[config.mk]
export PLATFORM = sky130hd
export DESIGN_NAME = truth_table_sweeper
export DESIGN_NICKNAME = d
export VERILOG_FILES = /design/src/rtl/truth_table_pkg.sv /design/src/rtl/truth_table_sweeper_settle_timer.sv /design/src/rtl/truth_table_sweeper.sv
export SDC_FILE = /design/constraint.sdc
export NUM_CORES = 1
export LEC_CHECK = 0
export ABC_CLOCK_PERIOD_IN_PS = 2500
export BUFFER_PORTS_ARGS = -buffer_cell sky130_fd_sc_hd__buf_2
export CAP_MARGIN = 20
export CORE_MARGIN = 3
export CORE_UTILIZATION = 60
export DETAILED_ROUTE_END_ITERATION = 8
export PLACE_DENSITY = 0.82
export SLEW_MARGIN = 0
export SYNTH_ARGS = -nofsm -noshare
export SYNTH_HDL_FRONTEND = slang
export SYNTH_HIERARCHICAL = 1
export SYNTH_SLANG_ARGS = --single-unit
[constraint.sdc]
create_clock -name clk -period 2.5 [get_ports clk]
set_clock_uncertainty 0.05 [all_clocks]
set_input_delay 0.5 -clock clk [delete_from_list [all_inputs] [get_ports clk]]
set_output_delay 0.5 -clock clk [all_outputs]
set_load 0.005 [all_outputs]
[src/rtl/truth_table_pkg.sv]
// Shared types and width helpers for the truth-table sweeper and the downstream table comparator.
package truth_table_pkg;

  typedef enum logic [1:0] {
    IDLE    = 2'd0,
    SETTLE  = 2'd1,
    CAPTURE = 2'd2,
    REPORT  = 2'd3
  } tt_state_e;

  localparam int unsigned MIN_N_IN = 1;
  localparam int unsigned MAX_N_IN = 6;

  // Number of input vectors for an n_in-input gate.
  function automatic int unsigned n_vec(input int unsigned n_in);
    return 32'd1 << n_in;
  endfunction

  // One truth-table bit per input vector.
  function automatic int unsigned tt_width(input int unsigned n_in);
    return n_vec(n_in);
  endfunction

  // Vector index carries one spare bit so the terminal compare never relies on wrap-around.
  function automatic int unsigned idx_width(input int unsigned n_in);
    return $clog2(n_vec(n_in)) + 1;
  endfunction

  localparam int unsigned MAX_TT_W = tt_width(MAX_N_IN);

endpackage

[src/rtl/truth_table_sweeper_settle_timer.sv]
// Settle timer: after load, expired rises once SETTLE cycles have been counted from the load edge.
module tt_settle_timer #(
  parameter int unsigned SETTLE = 2
) (
  input  logic clk,
  input  logic rst_n,
  input  logic load,
  output logic expired
);

  localparam int unsigned CW = $clog2(SETTLE + 1);
  localparam logic [CW-1:0] LAST = CW'(SETTLE - 1);

  if (SETTLE < 1) begin : g_bad_settle
    $error("tt_settle_timer: SETTLE must be >= 1");
  end

  logic [CW-1:0] cnt_q;
  logic [CW-1:0] cnt_inc;

  assign cnt_inc = cnt_q + CW'(1);

  // Counter saturates once expired so it never wraps while the FSM is elsewhere.
  always_ff @(posedge clk or negedge rst_n) begin
    if (!rst_n) begin
      cnt_q   <= '0;
      expired <= 1'b0;
    end else if (load) begin
      cnt_q   <= '0;
      expired <= (LAST == '0);
    end else if (!expired) begin
      cnt_q   <= cnt_inc;
      expired <= (cnt_inc == LAST);
    end
  end

endmodule

[src/rtl/truth_table_sweeper.sv]
// Drives every input vector onto a gate under test, samples its output after a settle time,
// and hands the assembled truth table downstream over a valid/ready handshake.
module truth_table_sweeper
  import truth_table_pkg::n_vec;
  import truth_table_pkg::tt_state_e;
#(
  parameter int unsigned N_IN   = 3,
  parameter int unsigned SETTLE = 2
) (
  input  logic                    clk,
  input  logic                    rst_n,
  input  logic                    start,
  output logic                    busy,
  output logic [N_IN-1:0]         stim,
  input  logic                    dut_out,
  output logic                    tt_valid,
  input  logic                    tt_ready,
  output logic [n_vec(N_IN)-1:0]  tt_data
);

  localparam int unsigned NV = truth_table_pkg::n_vec(N_IN);
  localparam int unsigned TW = truth_table_pkg::tt_width(N_IN);
  localparam int unsigned IW = truth_table_pkg::idx_width(N_IN);
  localparam logic [IW-1:0] LAST_IDX = IW'(NV - 1);

  if (N_IN < truth_table_pkg::MIN_N_IN || N_IN > truth_table_pkg::MAX_N_IN) begin : g_bad_n_in
    $error("truth_table_sweeper: N_IN must be in 1..6");
  end

  if (SETTLE < 1) begin : g_bad_settle
    $error("truth_table_sweeper: SETTLE must be >= 1");
  end

  tt_state_e       state_q;
  tt_state_e       state_d;
  logic [IW-1:0]   idx_q;
  logic [IW-1:0]   idx_d;
  logic [TW-1:0]   shadow_q;
  logic [TW-1:0]   shadow_d;
  logic [TW-1:0]   merged;
  logic            busy_d;
  logic [N_IN-1:0] stim_d;
  logic            tt_valid_d;
  logic [TW-1:0]   tt_data_d;
  logic            timer_load;
  logic            timer_expired;
  logic            last_vec;

  tt_settle_timer #(
    .SETTLE (SETTLE)
  ) u_settle_timer (
    .clk     (clk),
    .rst_n   (rst_n),
    .load    (timer_load),
    .expired (timer_expired)
  );

  assign last_vec = (idx_q == LAST_IDX);

  // Shadow table with the sample of the current capture cycle folded in.
  always_comb begin
    merged = shadow_q;
    merged[idx_q[N_IN-1:0]] = dut_out;
  end

  // State register.
  always_ff @(posedge clk or negedge rst_n) begin
    if (!rst_n) begin
      state_q <= truth_table_pkg::IDLE;
    end else begin
      state_q <= state_d;
    end
  end

  // Next-state logic.
  always_comb begin
    state_d = state_q;
    case (state_q)
      truth_table_pkg::IDLE: begin
        if (start) state_d = truth_table_pkg::SETTLE;
      end
      truth_table_pkg::SETTLE: begin
        if (timer_expired) state_d = truth_table_pkg::CAPTURE;
      end
      truth_table_pkg::CAPTURE: begin
        state_d = last_vec ? truth_table_pkg::REPORT : truth_table_pkg::SETTLE;
      end
      truth_table_pkg::REPORT: begin
        if (tt_ready) state_d = truth_table_pkg::IDLE;
      end
      default: state_d = truth_table_pkg::IDLE;
    endcase
  end

  // Next values of the registered outputs and datapath; everything holds unless changed below.
  always_comb begin
    busy_d     = busy;
    stim_d     = stim;
    tt_valid_d = tt_valid;
    tt_data_d  = tt_data;
    idx_d      = idx_q;
    shadow_d   = shadow_q;
    timer_load = 1'b0;
    case (state_q)
      truth_table_pkg::IDLE: begin
        if (start) begin
          idx_d      = '0;
          shadow_d   = '0;
          busy_d     = 1'b1;
          stim_d     = '0;
          timer_load = 1'b1;
        end
      end
      truth_table_pkg::CAPTURE: begin
        shadow_d = merged;
        if (last_vec) begin
          tt_data_d  = merged;
          tt_valid_d = 1'b1;
          busy_d     = 1'b0;
          stim_d     = '0;
        end else begin
          idx_d      = idx_q + IW'(1);
          stim_d     = N_IN'(idx_q + IW'(1));
          timer_load = 1'b1;
        end
      end
      truth_table_pkg::REPORT: begin
        if (tt_ready) tt_valid_d = 1'b0;
      end
      default: begin
      end
    endcase
  end

  // Output and datapath registers.
  always_ff @(posedge clk or negedge rst_n) begin
    if (!rst_n) begin
      busy     <= 1'b0;
      stim     <= '0;
      tt_valid <= 1'b0;
      tt_data  <= '0;
      idx_q    <= '0;
      shadow_q <= '0;
    end else begin
      busy     <= busy_d;
      stim     <= stim_d;
      tt_valid <= tt_valid_d;
      tt_data  <= tt_data_d;
      idx_q    <= idx_d;
      shadow_q <= shadow_d;
    end
  end

endmodule

==> results_dict.tcl <==
set metrics [dict create \
    rows 17 \
    intPower_w 0.00104 \
    power_leakage_nw 0.742 \
    synth_edf_count 0 \
    vdd_drop_max_uv 666 \
    worstReg2RegStart "idx_q[0]" \
    design.die.area_um2 3070 \
    grt_pass1_vias 1049 \
    grt_max_degree 31 \
    layout_commonest_cell "dfrtp_1" \
    required_ns 2.69 \
    synth_ff_type "dfrtp_1" \
    whs_ns 0.148 \
    synth-seq-area-share_pct 51.3 \
    grt_util_met3_pct 4.91 \
    insertion_delay_ns 0.32 \
    hold_viol 0 \
    io_buffers 17 \
    cts.clk_slew.worst_paths_ns 0.09 \
    cp-start-kind "flop" \
    ant_nets 0 \
    slew-limit-headroom_pct 56.5 \
    cts_resized 0 \
    cp-endpoint "tt_data[1]" \
    fp.dieW_um 55.4 \
    ctsHtreeMaxLevel 2 \
    critPathArrivalTime_ns 2.24 \
    synth_area_um2 1460 \
    antenna_cells 0 \
    postCtsHoldBufs 0 \
    final_cell_mix "dfrtp_1 (30), o21ai_0 (18), nand2_1 (17), buf_2 (17), o21ai_1 (11)" \
    setup_violations 0 \
    gp_congestion 0.765 \
    swShare_pct 38.1 \
    vias 1095 \
    status "finished, final reports clean" \
    max_freq_mhz 489 \
    worst-setup-path-type "flop to flop" \
    clkSinkCount 30 \
    remaining_drc_errors 0 \
    netlist_instances 147 \
    p_comb_share_pct 33.8 \
    slew_violations 0 \
    firstDrtPassIters 4 \
    cp-end-kind "flop" \
    grt_pass1_wl_um 4690 \
    final.min_clock_period_ns 2.04 \
    p_per_area_nw_per_um2 1070 \
    ff2ff_path_depth 4 \
    yosys.cell_types.count 35 \
    finalCritPeriodShare_pct 81.8 \
    drive_gt1_share_pct 16.9 \
    cts_setup_buffers 0 \
    nets 167 \
    setup_ws_ns 0.456 \
    avgSynthCellArea_um2 9.95 \
    synth.ff_latch_count 30 \
    grt.busiest_layer "met2" \
    die_height_um 55.4 \
    p_sw_w 0.000639 \
    drt_iter0_markers 23 \
    antenna_found_initial 0 \
    wl_per_cell_um 14.2 \
    rsz0062_at_grt "no" \
    path_max_fanout 12 \
    p_clk_share_pct 15.3 \
    synth-async-reset-ratio_pct 100 \
    tns_ns 0 \
    met2_usage_pct 32.9 \
    core_area_um2 2250 \
    start_util_pct 64.9 \
    cp-startpoint "idx_q[0]" \
    routed_via_density 5.82 \
    place_ws_ns 0.485 \
    maxCapViolCount 0 \
    clockBufferDepth 2 \
    grtUsageTotal_pct 19.6 \
    cts_tree "done" \
    cts_inserted_buffers 5 \
    cts_root_buf "clkbuf_4" \
    r2r_end "tt_data[1]" \
    ios 18 \
    routed_wl_um 2660 \
    met1_usage_pct 23.7 \
    hpwl_um 1810 \
    worst_slew_pin_slew_ns 0.652 \
    p_seq_share_pct 50.9 \
    reg2reg_slack_ns 0.46 \
    power_w 0.00168 \
    gr-total-overflow 0 \
    synthesis.nets 154 \
    yosysWarningCount 6 \
    hp-class "input port to async pin" \
    syn2layout_area_growth_pct 6.84 \
]
## cell families (layout without fill, tap and decap cells)
logic type	Yosys count	in the layout	share of synthesized area (%)
XOR/XNOR	2	2	1.20
flip-flops	30	30	51.3
AND/OR/NAND/NOR	47	47	17.7
buffers and inverters	16	29	6.24
multiplexers	10	10	6.93
AO/OA/AOI/OAI	40	40	14.9
adder cells (fa/ha/maj)	2	2	1.71
## per-layer routing
layer	part of all wire [%]	up-vias
li1	-	534
met1	44	529
met2	51	29
met3	4.6	3
met4	1.1	0
met5	0	-
## power groups by stage
stage,registers [W],clock network [W],logic (W)
5_1_grt,0.000887,0.000291,0.000658
2_1_floorplan,0.000759,0,0.000522
4_1_cts,0.000852,0.000269,0.000567
3_3_place_gp,0.000848,0,0.000543
3_5_place_dp,0.000864,0,0.000562
6_report,0.000854,0.000257,0.000568
## state kept, by name, indices dropped and copies added (netlist names)
name	cells
shadow_q	8
tt_data	8
idx_q	4
stim	3
state_q	2
u_settle_timer/cnt_q	2
busy	1
tt_valid	1
u_settle_timer/expired	1
## stage by stage
stage	utilization [%]	std cells	area [µm²]
floorplan	-	147	1460
global placement	67.0	180	1510
detailed placement	67.0	180	1510
CTS	69.0	187	1560
global route	69.3	188	1560
finish	69.3	188	1560
## how the worst min path moves through the flow
stage	endpoint	from	slack, ns	cells past startpoint
2_1_floorplan	busy	rst_n	0.15	0
3_3_place_gp	stim[0]	stim[0]	0.41	1
3_5_place_dp	stim[0]	stim[0]	0.42	1
4_1_cts	busy	rst_n	0.16	1
5_1_grt	busy	rst_n	0.18	1
6_report	u_settle_timer/expired	rst_n	0.15	1
## critical path: stages (launching register included)
cell	delay (ns)
dfrtp_1	0.61
ha_1	0.32
nand3b_1	0.33
or2_1	0.46
o21ai_1	0.19
## cells in the mapped netlist (3+ instances only)
master	count	area, µm²
nor2_1	5	18.8
mux2i_1	9	90.1
clkbuf_1	3	11.3
a21oi_1	5	25.0
buf_2	4	20.0
o21ai_0	18	90.1
nor3b_1	3	22.5
o21ai_1	11	55.1
dfrtp_1	30	751
nand2b_1	3	18.8
buf_4	3	22.5
nand3b_1	4	30.0
nand2_1	17	63.8
inv_1	3	11.3
nand3_1	5	25.0
## layout make-up
cell class              instances  area [µm²]
clock buffers                   7        45.0
fillers                       206         692
inverters                       3        11.3
multi-input cells             101         621
flip-flops and latches         30         751
well taps                      28        35.0
repair buffers                 19         100
Note: power is estimated with default switching activity, not from simulation.
